`src/rtl/store_merge_unit_if.sv`:
```
// Store request and data-memory port bundle for store_merge_unit.
// The slave modport is the unit itself. The master modport is the pipeline or
// memory side that drives requests and read data.
interface store_merge_unit_if #(
    parameter int DATA_W = 32,
    parameter int ADDR_W = 32
);
    logic                  req_valid;
    logic                  req_ready;
    logic [ADDR_W-1:0]     req_addr;
    logic [DATA_W-1:0]     req_data;
    logic [1:0]            req_size;

    logic                  mem_rd_en;
    logic [ADDR_W-1:0]     mem_addr;
    logic [DATA_W-1:0]     mem_rdata;
    logic                  mem_we;
    logic [DATA_W-1:0]     mem_wdata;
    logic [DATA_W/8-1:0]   mem_be;

    logic                  store_done;
    logic                  align_err;

    modport slave (
        input  req_valid, req_addr, req_data, req_size, mem_rdata,
        output req_ready, mem_rd_en, mem_addr, mem_we, mem_wdata, mem_be,
               store_done, align_err
    );

    modport master (
        output req_valid, req_addr, req_data, req_size, mem_rdata,
        input  req_ready, mem_rd_en, mem_addr, mem_we, mem_wdata, mem_be,
               store_done, align_err
    );
endinterface

```
`src/rtl/store_merge_unit.sv`:
```
// Store merge unit. It accepts byte, half and word stores and turns each one
// into a single full-word memory write. A word store is written directly.
// A byte or half store reads the old word, waits MEM_LAT cycles, merges the
// new lanes into it and writes the result back. Misaligned or illegal
// requests are rejected with a one-cycle align_err pulse and never touch
// memory.
module store_merge_unit #(
    parameter int DATA_W  = 32,
    parameter int ADDR_W  = 32,
    parameter int MEM_LAT = 1
) (
    input  logic            clk,
    input  logic            reset,
    store_merge_unit_if.slave bus
);
    localparam int NB    = DATA_W / 8;
    localparam int OFF_W = $clog2(NB);
    localparam int CNT_W = (MEM_LAT > 1) ? $clog2(MEM_LAT) : 1;

    typedef enum logic [2:0] {
        S_IDLE,
        S_RD,
        S_WT,
        S_WR,
        S_ERR
    } state_t;

    state_t              state_reg;
    logic [CNT_W-1:0]    cnt_reg;
    logic [OFF_W-1:0]    off_reg;
    logic                half_reg;
    logic [15:0]         data_reg;

    logic                ready_reg;
    logic                rd_en_reg;
    logic                we_reg;
    logic                done_reg;
    logic                err_reg;
    logic [ADDR_W-1:0]   addr_reg;
    logic [DATA_W-1:0]   wdata_reg;
    logic [NB-1:0]       be_reg;

    // Request decode: lane offset, word-aligned base and legality.
    logic [OFF_W-1:0]    req_off;
    logic [ADDR_W-1:0]   req_base;
    logic                req_legal;

    assign req_off  = bus.req_addr[OFF_W-1:0];
    assign req_base = {bus.req_addr[ADDR_W-1:OFF_W], {OFF_W{1'b0}}};

    // A half must start on an even lane, a word on lane 0, size 3 is never legal.
    always_comb begin
        req_legal = 1'b0;
        case (bus.req_size)
            2'd0:    req_legal = 1'b1;
            2'd1:    req_legal = ~req_off[0];
            2'd2:    req_legal = (req_off == '0);
            default: req_legal = 1'b0;
        endcase
    end

    // Per-lane merge of the captured store data into the word read back.
    // Lane off takes the low byte; for a half, lane off+1 takes the high byte.
    logic [NB-1:0]       lane_sel;
    logic [DATA_W-1:0]   merged;

    for (genvar gi = 0; gi < NB; gi++) begin : g_lane
        logic lo_hit;
        logic hi_hit;
        assign lo_hit        = (off_reg == OFF_W'(gi));
        assign hi_hit        = half_reg && ((off_reg + OFF_W'(1)) == OFF_W'(gi));
        assign lane_sel[gi]  = lo_hit | hi_hit;
        assign merged[8*gi +: 8] = lo_hit ? data_reg[7:0] :
                                   hi_hit ? data_reg[15:8] :
                                   bus.mem_rdata[8*gi +: 8];
    end

    // Control FSM; every bus output is a register updated here.
    always_ff @(posedge clk or posedge reset) begin
        if (reset) begin
            state_reg <= S_IDLE;
            cnt_reg   <= '0;
            off_reg   <= '0;
            half_reg  <= 1'b0;
            data_reg  <= '0;
            ready_reg <= 1'b1;
            rd_en_reg <= 1'b0;
            we_reg    <= 1'b0;
            done_reg  <= 1'b0;
            err_reg   <= 1'b0;
            addr_reg  <= '0;
            wdata_reg <= '0;
            be_reg    <= '0;
        end else begin
            case (state_reg)
                S_IDLE: begin
                    if (bus.req_valid) begin
                        off_reg   <= req_off;
                        half_reg  <= (bus.req_size == 2'd1);
                        data_reg  <= bus.req_data[15:0];
                        ready_reg <= 1'b0;
                        if (!req_legal) begin
                            err_reg   <= 1'b1;
                            state_reg <= S_ERR;
                        end else if (bus.req_size == 2'd2) begin
                            addr_reg  <= req_base;
                            wdata_reg <= bus.req_data;
                            be_reg    <= '1;
                            we_reg    <= 1'b1;
                            done_reg  <= 1'b1;
                            state_reg <= S_WR;
                        end else begin
                            addr_reg  <= req_base;
                            rd_en_reg <= 1'b1;
                            state_reg <= S_RD;
                        end
                    end
                end
                S_RD: begin
                    rd_en_reg <= 1'b0;
                    cnt_reg   <= CNT_W'(MEM_LAT - 1);
                    state_reg <= S_WT;
                end
                S_WT: begin
                    if (cnt_reg == '0) begin
                        wdata_reg <= merged;
                        be_reg    <= lane_sel;
                        we_reg    <= 1'b1;
                        done_reg  <= 1'b1;
                        state_reg <= S_WR;
                    end else begin
                        cnt_reg <= cnt_reg - CNT_W'(1);
                    end
                end
                S_WR: begin
                    we_reg    <= 1'b0;
                    done_reg  <= 1'b0;
                    ready_reg <= 1'b1;
                    state_reg <= S_IDLE;
                end
                S_ERR: begin
                    err_reg   <= 1'b0;
                    ready_reg <= 1'b1;
                    state_reg <= S_IDLE;
                end
                default: begin
                    rd_en_reg <= 1'b0;
                    we_reg    <= 1'b0;
                    done_reg  <= 1'b0;
                    err_reg   <= 1'b0;
                    ready_reg <= 1'b1;
                    state_reg <= S_IDLE;
                end
            endcase
        end
    end

    assign bus.req_ready  = ready_reg;
    assign bus.mem_rd_en  = rd_en_reg;
    assign bus.mem_addr   = addr_reg;
    assign bus.mem_we     = we_reg;
    assign bus.mem_wdata  = wdata_reg;
    assign bus.mem_be     = be_reg;
    assign bus.store_done = done_reg;
    assign bus.align_err  = err_reg;
endmodule

```
`src/flat_wrapper.sv`:
```
// flat-port wrapper written by rule: the top's interface ports become plain ports
module store_merge_unit_flat 
#(
    parameter int DATA_W  = 32,
    parameter int ADDR_W  = 32,
    parameter int MEM_LAT = 1
)
  (clk, reset, bus_req_valid, bus_req_addr, bus_req_data, bus_req_size, bus_mem_rdata, bus_req_ready, bus_mem_rd_en, bus_mem_addr, bus_mem_we, bus_mem_wdata, bus_mem_be, bus_store_done, bus_align_err);
  store_merge_unit_if #(.DATA_W(DATA_W), .ADDR_W(ADDR_W)) bus_i ();
  input  logic clk;
  input  logic reset;
  input wire logic [$bits(bus_i.req_valid)-1:0] bus_req_valid;
  input wire logic [$bits(bus_i.req_addr)-1:0] bus_req_addr;
  input wire logic [$bits(bus_i.req_data)-1:0] bus_req_data;
  input wire logic [$bits(bus_i.req_size)-1:0] bus_req_size;
  input wire logic [$bits(bus_i.mem_rdata)-1:0] bus_mem_rdata;
  output wire logic [$bits(bus_i.req_ready)-1:0] bus_req_ready;
  output wire logic [$bits(bus_i.mem_rd_en)-1:0] bus_mem_rd_en;
  output wire logic [$bits(bus_i.mem_addr)-1:0] bus_mem_addr;
  output wire logic [$bits(bus_i.mem_we)-1:0] bus_mem_we;
  output wire logic [$bits(bus_i.mem_wdata)-1:0] bus_mem_wdata;
  output wire logic [$bits(bus_i.mem_be)-1:0] bus_mem_be;
  output wire logic [$bits(bus_i.store_done)-1:0] bus_store_done;
  output wire logic [$bits(bus_i.align_err)-1:0] bus_align_err;
  assign bus_i.req_valid = bus_req_valid;
  assign bus_i.req_addr = bus_req_addr;
  assign bus_i.req_data = bus_req_data;
  assign bus_i.req_size = bus_req_size;
  assign bus_i.mem_rdata = bus_mem_rdata;
  assign bus_req_ready = bus_i.req_ready;
  assign bus_mem_rd_en = bus_i.mem_rd_en;
  assign bus_mem_addr = bus_i.mem_addr;
  assign bus_mem_we = bus_i.mem_we;
  assign bus_mem_wdata = bus_i.mem_wdata;
  assign bus_mem_be = bus_i.mem_be;
  assign bus_store_done = bus_i.store_done;
  assign bus_align_err = bus_i.align_err;
  store_merge_unit #(.DATA_W(DATA_W), .ADDR_W(ADDR_W), .MEM_LAT(MEM_LAT)) u_core (.clk(clk), .reset(reset), .bus(bus_i));
endmodule
```
`config.mk`:
```
export PLATFORM = sky130hd
export DESIGN_NAME = store_merge_unit_flat
export DESIGN_NICKNAME = d
export VERILOG_FILES = /design/src/rtl/store_merge_unit_if.sv /design/src/rtl/store_merge_unit.sv /design/src/flat_wrapper.sv
export SDC_FILE = /design/constraint.sdc
export NUM_CORES = 1
export LEC_CHECK = 0
export BUFFER_PORTS_ARGS = -buffer_cell sky130_fd_sc_hd__clkbuf_2
export CAP_MARGIN = 20
export CORE_MARGIN = 2
export CORE_UTILIZATION = 45
export CTS_CLUSTER_DIAMETER = 40
export DETAILED_ROUTE_END_ITERATION = 6
export PLACE_DENSITY = 0.73
export SYNTH_ARGS = -nofsm -noshare
export SYNTH_HDL_FRONTEND = slang
export SYNTH_SLANG_ARGS = --single-unit
```
`constraint.sdc`:
```
create_clock -name clk -period 2.7 [get_ports clk]
set_input_delay 0.54 -clock clk [delete_from_list [all_inputs] [get_ports clk]]
set_output_delay 0.54 -clock clk [all_outputs]
set_load 0.02 [all_outputs]
```
==> summary.txt, run 1 <==
Die
  • Starting Density: 0.4582
  • Core area: 0.01023 sq mm
  • Rows: 37
  • Die height: 106.1 microns
  • Die Footprint: 0.01125 sq mm
  • DIE WIDTH: 106.1 microns
  • Top-Level Pins: 174

Global routing
  • Largest net degree at the start of global routing: 93
  • GRT Total Usage: 0.2325
  • Vias in the first global route: 4,140
  • First-pass GRT wire length: 20,530 microns
  • Initial antenna violation count: 0
  • Grt ovf: 0

Clock network
  • Clock transition at the registers of the reported paths: 90 ps
  • CTS tree: built
  • Clock Latency Late Sink: approximately 370 ps
  • Clock tree sinks: 92
  • Post-CTS Setup Bufs: 0
  • Buffer depth of the longest clock path: 2
  • Num CTS Buffers: 9
  • Root Driver: clkbuf_8
  • Post-CTS Resized: 0
  • Cts hold-fix bufs: 0
  • Number of H-tree levels: 3

Synth
  • Post-synth EDFFs: 0
  • Count leader, synth: dfrtp_1
  • Post-Syn Area per Cell: 10.19 sq um
  • Post-synth top area share: 0.4857
  • Yosys reg bits: 92
  • Register area share after synthesis: 0.4913
  • Share of synthesized registers carrying an async set or reset: 1.000
  • Largest cells by area after synthesis: dfrtp_1 49%, mux2_2 11%, o21ai_0 5.1%
  • Most instantiated cells after synthesis: 91 x dfrtp_1, 48 x o21ai_0, 46 x mux2_2
  • Syn Inst Count: 460
  • Synth Flop Type: dfrtp_1
  • Cell taking the most area after synthesis: dfrtp_1
  • Post-synthesis cell type count: 52
  • Mapped Area: approximately 0.0047 sq mm
  • Synth warnings: 0

Worst setup path
  • Worst reg2reg startpoint: u_core.state_reg[0]
  • Slowest CP cell: o31a_1
  • CP arrival: 2560 ps
  • Worst R2R End: u_core.bus.mem_wdata[13]
  • Crit path max fanout: 25
  • R2R depth: 4
  • Crit path kind: reg -> reg
  • Worst path max stage delay: 780 ps
  • CP startpoint: u_core.state_reg[0]
  • Worst Setup End Kind: flop
  • Startpoint Class: flop
  • Worst endpoint required time: 2960 ps
  • Reg2Reg Setup Slack: roughly 400 ps
  • CP cell instances: or3b_2 -> o31a_1 -> nor2_1 -> a22o_1

Placement
  • RePlAce Congestion: 0.9063
  • Buffers on Ports: 171
  • Post-DP HPWL: roughly 9300 microns
  • Placed cells: 740

Timing
  • Final setup fails: 0
  • Slew HR: 0.4196
  • Final Max Tran Viols: 0
  • Part of the cycle the worst path needs: 0.8546
  • Tmin final: around 2300 ps
  • RSZ-0062 raised after global routing: no
  • Final hold vios: 0
  • Setup TNS: 0 ps
  • Least-Margin Pin Slew: 870.7 ps
  • F_max: 433.4 MHz
  • Clk_skew: 6.534 ps

Finish
  • Share of cells above drive strength 1: 0.4113
  • Multi-input gate area: 0.002116 sq mm
  • Final-stage net count: 716
  • Diodes inserted: 0
  • Finished Layout Cells: 756
  • Max FFs per register: 32
  • Sequential cell area: 0.002303 sq mm
  • P&R area growth vs syn: 25.06%
  • Fill count: roughly 900

Power
  • LEAKAGE: 2.811 nW
  • Pwr/cell area: 1298 mW/mm^2
  • Tot Pwr: 7.611 mW
  • Worst VDD drop: 708.3 uV

Route
  • Final ANT Viol Nets: 0
  • Initial DRC count: 300
  • Drt total wl: ~13,000 microns
  • Vias per inst: 5.603
  • DRC Markers: 0
  • DR pass1 iterations: 5
  • WL per Instance: 17.00 microns
  • Vias: 4,236

Flow run
  • Max Cap Violations: 0

Worst hold path
  • Hold Crit Class: in -> async

Status
  • Status: complete, no violations
## area by class of cell
class / instances / area share
clock buffer: 10 / 0.02347
clock inverter: 6 / 0.01216
inverter: 24 / 0.01601
multi-input combinational: 305 / 0.3609
sequential: 92 / 0.3929
tap: 136 / 0.02902
timing repair buffer: 183 / 0.1656
## metrics by stage
| step | utilization | area, sq um | hold WS (ps) | worst slack, ps |
|---|---|---|---|---|
| finish | 0.5731 | 5863 | 245.1 | 392.5 |
| global placement | 0.5526 | 5654 | 466.4 | 438.6 |
| global route | 0.5731 | 5863 | 317.3 | 293.5 |
| CTS | 0.5731 | 5863 | 299.0 | 411.0 |
| detailed placement | 0.5526 | 5654 | 477.0 | 415.4 |
| floorplan | - | 4696 | 494.6 | 758.2 |
## critical path, delay by kind of cell (launching register included)
family,cells,cell delay [ps]
flops,1,600
compound gates,2,1010
simple gates,2,570
## metal layers
metal	part of all wire	vias to the layer above	GRT usage
li1	-	1983	-
met1	0.43	2045	0.3109
met3	0.087	19	0.06315
met2	0.47	189	0.3654
met5	0	-	0
met4	0.016	0	0.08177
## cell families after synthesis
| logic type | share of synthesized area |
|---|---|
| other cells | 0.0007999 |
| simple gates | 0.1044 |
| flops | 0.4913 |
| buf+inv | 0.05925 |
| mux | 0.1233 |
| compound gates | 0.2210 |
## how the worst max path moves through the flow
stage	to
2_1_floorplan	u_core.bus.mem_wdata[15]
3_3_place_gp	u_core.bus.mem_wdata[12]
3_5_place_dp	u_core.bus.mem_wdata[13]
4_1_cts	u_core.bus.mem_wdata[13]
5_1_grt	u_core.bus.mem_wdata[13]
6_report	u_core.bus.mem_wdata[13]
## power breakdown
part / leakage, nW / internal [mW] / switching, mW
sequential: 1.09 / 2.10 / 0.558
clock: 0.0995 / 0.461 / 0.511
combinational: 1.62 / 1.62 / 2.37
## cell usage in the layout, fill, tap and decap left out, types with 11 or more instances in the layout
master    instances
mux2_2           46
nand2_1          28
clkbuf_2        171
nor2_1           16
dfrtp_1          91
nand2b_1         11
o22a_1           13
o21ai_0          48
inv_1            23
a21oi_1          37
Note: power is estimated with default switching activity, not from simulation.
==> inputs of run 2 (changes only) <==
CORE_UTILIZATION = 25   (was 45)
PLACE_DENSITY = 0.42   (was 0.73)
clock period = 2.2 ns   (was 2.7 ns; I/O delays follow)
==> run 2 against run 1 <==
Effect of this change:
- clock power grew 66%
- utilization decreased by 24 points
- hold slack worse by 160 ps
- sequential share of layout area shrank 2.1 points
- flip-flop and latch count did not move
- non-clock buffer count up 8
- clock-buffer cell count is 3 higher
- first-iteration DRC count increased by 3.7%
- maximum frequency is 21% higher
==> summary.txt, run 2 (synthesis gave the netlist of run 1 again) <==
Status
  • Status: complete, no violations

Clock network
  • Root Driver: clkbuf_16
  • Clock Latency Late Sink: 340 ps (-30 ps)
  • Number of H-tree levels: 3 (unchanged)
  • Post-CTS Resized: 0 (unchanged)
  • Clock transition at the registers of the reported paths: 70 ps (-20 ps)
  • Post-CTS Setup Bufs: 0 (unchanged)
  • CTS tree: built
  • Buffer depth of the longest clock path: 2 (unchanged)
  • Num CTS Buffers: 9 (unchanged)
  • Clock tree sinks: 92 (unchanged)
  • Cts hold-fix bufs: 0 (unchanged)

Finish
  • Fill count: 1,912 (+110%)
  • Max FFs per register: 32 (unchanged)
  • Final-stage net count: 724 (+1.1%)
  • Most frequent cells in the layout: 171 x clkbuf_2, 91 x dfrtp_1, 48 x o21ai_0
  • P&R area growth vs syn: 32.00%
  • Share of cells above drive strength 1: 0.4156 (+0.004315)
  • Final Core Density: 0.3331 (-0.2400)
  • Commonest non-fill, non-tap cell in the layout: clkbuf_2
  • Final instance area: 0.006188 sq mm (+5.5%)

Worst setup path
  • Crit path max fanout: 32 (+28%)
  • Crit path kind: reg -> reg
  • Worst Setup End Kind: flop
  • R2R depth: 5 (+1)
  • Reg2Reg Setup Slack: 300 ps (-90 ps)
  • CP arrival: 2130 ps (-430 ps)
  • Startpoint Class: flop
  • Worst endpoint required time: 2430 ps (-530 ps)

Global routing
  • Grt ovf: 0 (unchanged)
  • Largest net degree at the start of global routing: 58 (-38%)
  • First-pass GRT wire length: 23,710 microns (+15%)
  • GRT Total Usage: 0.1541 (-0.07844)
  • Vias in the first global route: 4,208 (+1.6%)
  • Initial antenna violation count: 4 (+4)

Timing
  • Slew HR: 0.5198 (+0.1003)
  • Clk_skew: 5.277 ps (-1.257 ps)
  • Final hold vios: 0 (unchanged)
  • F_max: 526.5 MHz (+21%)
  • Final worst slack: 300.6 ps (-91.92 ps)
  • Setup TNS: 0 ps (unchanged)
  • Final Max Tran Viols: 0 (unchanged)
  • RSZ-0062 raised after global routing: no
  • Hold Slack: 80.61 ps (-164.5 ps)
  • Part of the cycle the worst path needs: 0.8634 (+0.008739)
  • Tmin final: 1899 ps (-408.1 ps)
  • Least-Margin Pin Slew: 712.7 ps (-158.0 ps)
  • Final setup fails: 0 (unchanged)

Flow run
  • Max Cap Violations: 0 (unchanged)

Route
  • WL per Instance: 17.59 microns (+3.5%)
  • DRC Markers: 0 (unchanged)
  • DR pass1 iterations: 4 (-1)
  • Final ANT Viol Nets: 0 (unchanged)
  • Vias per inst: 4.756 (-15%)
  • Drt total wl: 15,180 microns (+18%)
  • Vias: 4,104 (-3.1%)
  • Initial DRC count: 311 (+3.7%)

Worst hold path
  • Hold Crit Class: in -> async

Die
  • DIE WIDTH: 140.9 microns (+33%)
  • Core area: 0.01858 sq mm (+82%)
  • Die Footprint: 0.01986 sq mm (+77%)
  • Top-Level Pins: 174 (unchanged)
  • Die height: 140.9 microns (+33%)
  • Starting Density: 0.2523 (-0.2059)
  • Rows: 50 (+35%)

Placement
  • Area after DPL: 0.005881 sq mm (+4.0%)
  • Setup WS pre-CTS: 123.0 ps (-292.4 ps)
  • Post-DP HPWL: 11,480 microns (+23%)
  • Buffers on Ports: 171 (unchanged)
  • RePlAce Congestion: 0.7907 (-13%)

Power
  • Pwr/cell area: 1616 mW/mm^2 (+24%)
  • LEAKAGE: 2.904 nW (+3.3%)
  • Worst VDD drop: 572.6 uV (-19%)
[run 2: changes by cell type in the layout (fill, tap and decap cells not counted), sizes merged]
cell    before  now
buf         12   20
clkbuf     181  184
inv         25   23
clkinv       1    0
diode        0    1
[run 2: metrics by stage]
step,cells,power [mW]
2_1_floorplan,461,6.630
3_3_place_gp,846,8.406
3_5_place_dp,846,8.496
4_1_cts,862,10.17
5_1_grt,862,10.76
6_report,863,10.00
[run 2: worst paths after layout]
| check | start | to |
|---|---|---|
| max in group asynchronous | reset | u_core.bus.mem_wdata[19] |
| hold / removal | reset | u_core.bus.mem_wdata[4] |
| hold reg to reg | u_core.bus.mem_wdata[8] | u_core.bus.mem_wdata[8] |
| min in group clk | bus_req_addr[11] | u_core.bus.mem_addr[11] |
| setup / recovery | u_core.state_reg[2] | u_core.bus.mem_wdata[18] |
| setup reg to reg | u_core.state_reg[2] | u_core.bus.mem_wdata[18] |
[run 2: critical path: stages (launching register included)]
cell and delay, ps:
dfrtp_1 430, or3b_2 680, o31ai_4 160, buf_12 220
o21ai_0 110, o22a_1 170
[run 2: metal layers]
metal / part of all wire / vias up / global-route usage
met5: 0.0017 / - / 0
li1: - / 2003 / -
met3: 0.080 / 10 / 0.05027
met4: 0.0074 / 4 / 0.04737
met1: 0.44 / 1957 / 0.1995
met2: 0.47 / 130 / 0.2457
[run 2: layout make-up]
type                            instances  area (sq um)  area share
Multi-Input combinational cell        305          2122      0.3429
Sequential cell                        92          2303      0.3722
Tap cell                              234         292.8     0.04731
Clock buffer                           13         260.3     0.04205
Clock inverter                          3         45.04    0.007279
Inverter                               24         93.84     0.01516
Antenna cell                            1         2.502   0.0004044
Timing Repair Buffer                  191          1069      0.1727
[run 2: power breakdown]
group          internal (mW)  total, mW  switching [mW]
logic                   2.09       5.13            3.04
clock network          0.945       1.61           0.667
registers               2.58       3.25           0.673
==> inputs of run 3 (changes only) <==
REMOVE_ABC_BUFFERS = 1   (was default)
==> run 3 against run 2 <==
Effect of this change:
- cell area about the same
- wire length increased by 0.88%
- non-clock buffer count increased by 1
- largest cell class unchanged
==> summary.txt, run 3 (synthesis gave the netlist of run 1 again) <==
Timing
  • Final hold vios: 0 (unchanged)
  • RSZ-0062 raised after global routing: no
  • Setup TNS: 0 ps (unchanged)
  • F_max: 524.0 MHz (-0.46%)
  • Tmin final: 1908 ps (+8.846 ps)
  • Final setup fails: 0 (unchanged)
  • Final Max Tran Viols: 0 (unchanged)
  • Clk_skew: 4.994 ps (-0.2837 ps)
  • Part of the cycle the worst path needs: 0.8674 (+0.004021)
  • Slew HR: 0.5362 (+0.01631)
  • Hold Slack: 38.90 ps (-41.71 ps)
  • Least-Margin Pin Slew: 694.3 ps (-18.37 ps)

Status
  • Status: complete, no violations

Route
  • WL per Instance: 17.74 microns (+0.88%)
  • DR pass1 iterations: 5 (+1)
  • Drt total wl: 15,310 microns (+0.88%)
  • Initial DRC count: 261 (-16%)
  • Vias per inst: 4.827 (+1.5%)
  • DRC Markers: 0 (unchanged)
  • Vias: 4,166 (+1.5%)
  • Final ANT Viol Nets: 0 (unchanged)

Die
  • Starting Density: 0.2523 (unchanged)
  • Top-Level Pins: 174 (unchanged)
  • DIE WIDTH: 140.9 microns (unchanged)
  • Rows: 50 (unchanged)
  • Die Footprint: 0.01986 sq mm (unchanged)
  • Core area: 0.01858 sq mm (unchanged)
  • Die height: 140.9 microns (unchanged)

Finish
  • Commonest non-fill, non-tap cell in the layout: clkbuf_2
  • Share of cells above drive strength 1: 0.4181 (+0.002519)
  • Final instance area: 0.006186 sq mm (about the same)
  • Most frequent cells in the layout: 171 x clkbuf_2, 90 x dfrtp_1, 48 x o21ai_0
  • Max FFs per register: 32 (unchanged)
  • Final Core Density: 0.3329 (about the same)
  • Diodes inserted: 0 (-1)
  • Final-stage net count: 725 (+0.14%)
  • P&R area growth vs syn: 31.95% (about the same)

Worst setup path
  • Crit path kind: reg -> reg
  • Worst endpoint required time: 2440 ps (about the same)
  • WP buf/inv: 1 (unchanged)
  • Reg2Reg Setup Slack: 290 ps (about the same)
  • Crit path max fanout: 22 (-31%)
  • Worst Setup End Kind: flop
  • Worst path max stage delay: 700 ps (+20 ps)
  • Startpoint Class: flop
  • CP cell instances: or3b_2 -> o31a_1 -> buf_12 -> a22o_1
  • CP arrival: 2140 ps (about the same)
  • Slowest CP cell: or3b_2
  • CP delay by family, top: simple AND/OR/NAND/NOR gates

Placement
  • Area after DPL: 0.005876 sq mm (about the same)
  • Post-DP HPWL: 11,320 microns (-1.4%)
  • Buffers on Ports: 171 (unchanged)
  • RePlAce Congestion: 0.8045 (+1.7%)

Clock network
  • Clock tree sinks: 92 (unchanged)
  • Clock transition at the registers of the reported paths: 70 ps (about the same)
  • CTS tree: built
  • Clock Latency Late Sink: 340 ps (about the same)
  • Cts hold-fix bufs: 0 (unchanged)
  • Post-CTS Setup Bufs: 0 (unchanged)
  • Post-CTS Resized: 0 (unchanged)
  • Buffer depth of the longest clock path: 2 (unchanged)
  • Num CTS Buffers: 9 (unchanged)
  • Root Driver: clkbuf_16
  • Number of H-tree levels: 3 (unchanged)

Global routing
  • GRT Total Usage: 0.1540 (about the same)
  • Grt ovf: 0 (unchanged)
  • Vias in the first global route: 4,212 (+0.095%)
  • First-pass GRT wire length: 23,540 microns (-0.73%)
  • Largest net degree at the start of global routing: 35 (-40%)
  • Initial antenna violation count: 0 (-4)

Power
  • Worst VDD drop: 446.9 uV (-22%)
  • Pwr/cell area: 1626 mW/mm^2 (+0.63%)
  • Tot Pwr: 10.06 mW (+0.59%)
  • LEAKAGE: 2.915 nW (+0.39%)

Flow run
  • Max Cap Violations: 0 (unchanged)

Worst hold path
  • Hold Crit Class: in -> async
-- run 3: cell count changes in the layout (fill, tap and decap cells not counted) --
cell and change:
buf_12 -1, buf_4 +2, bufinv_16 +1, clkbuf_8 -2, clkinv_2 +2, clkinvlp_4 -2
dfrtp_1 -1, dfrtp_2 +1, diode_2 -1, inv_4 +1
-- run 3: worst paths after layout --
kind                                         start                  endpoint  depth (start not counted)
setup / recovery               u_core.state_reg[0]  u_core.bus.mem_wdata[15]                          4
hold / removal                               reset   u_core.bus.mem_addr[18]                          2
setup reg to reg               u_core.state_reg[0]  u_core.bus.mem_wdata[15]                          4
hold reg to reg            u_core.bus.mem_wdata[9]   u_core.bus.mem_wdata[9]                          2
max in group asynchronous                    reset      u_core.bus.req_ready                          3
min in group clk                  bus_req_addr[11]   u_core.bus.mem_addr[11]                          2
-- run 3: through the flow --
| step | setup slack (ps) | instances |
|---|---|---|
| global placement | 148.0 | 847 |
| finish | 291.8 | 863 |
| CTS | 272.5 | 863 |
| floorplan | -957.4 | 421 |
| detailed placement | 124.9 | 847 |
| global route | 143.7 | 863 |
-- run 3: where the power goes --
group | total (mW) | internal (mW) | switching [mW]
Clock | 1.67 | 0.994 | 0.678
Sequential | 3.28 | 2.58 | 0.702
Combinational | 5.10 | 2.09 | 3.01
-- run 3: final cells by class --
| class | instances | area, sq um |
|---|---|---|
| clock buffers | 11 | 232.7 |
| clock inverters | 5 | 77.57 |
| fillers | 1903 | 12390 |
| inverters | 24 | 92.59 |
| multi-input cells | 305 | 2122 |
| flip-flops and latches | 92 | 2305 |
| well taps | 234 | 292.8 |
| repair buffers | 192 | 1064 |
-- run 3: per-layer routing --
| metal | track usage | wire, microns | up-vias |
|---|---|---|---|
| li1 | - | - | 2000 |
| met1 | 0.2080 | 7016 | 2044 |
| met2 | 0.2478 | 7386 | 104 |
| met3 | 0.02853 | 593 | 18 |
| met4 | 0.05526 | 316 | 0 |
| met5 | 0 | 0 | - |
-- run 3: worst register-to-register path, stage by stage (launching register included) --
cell	delay (ps)
dfrtp_1	410
or3b_2	700
o31a_1	260
buf_12	190
a22o_1	240
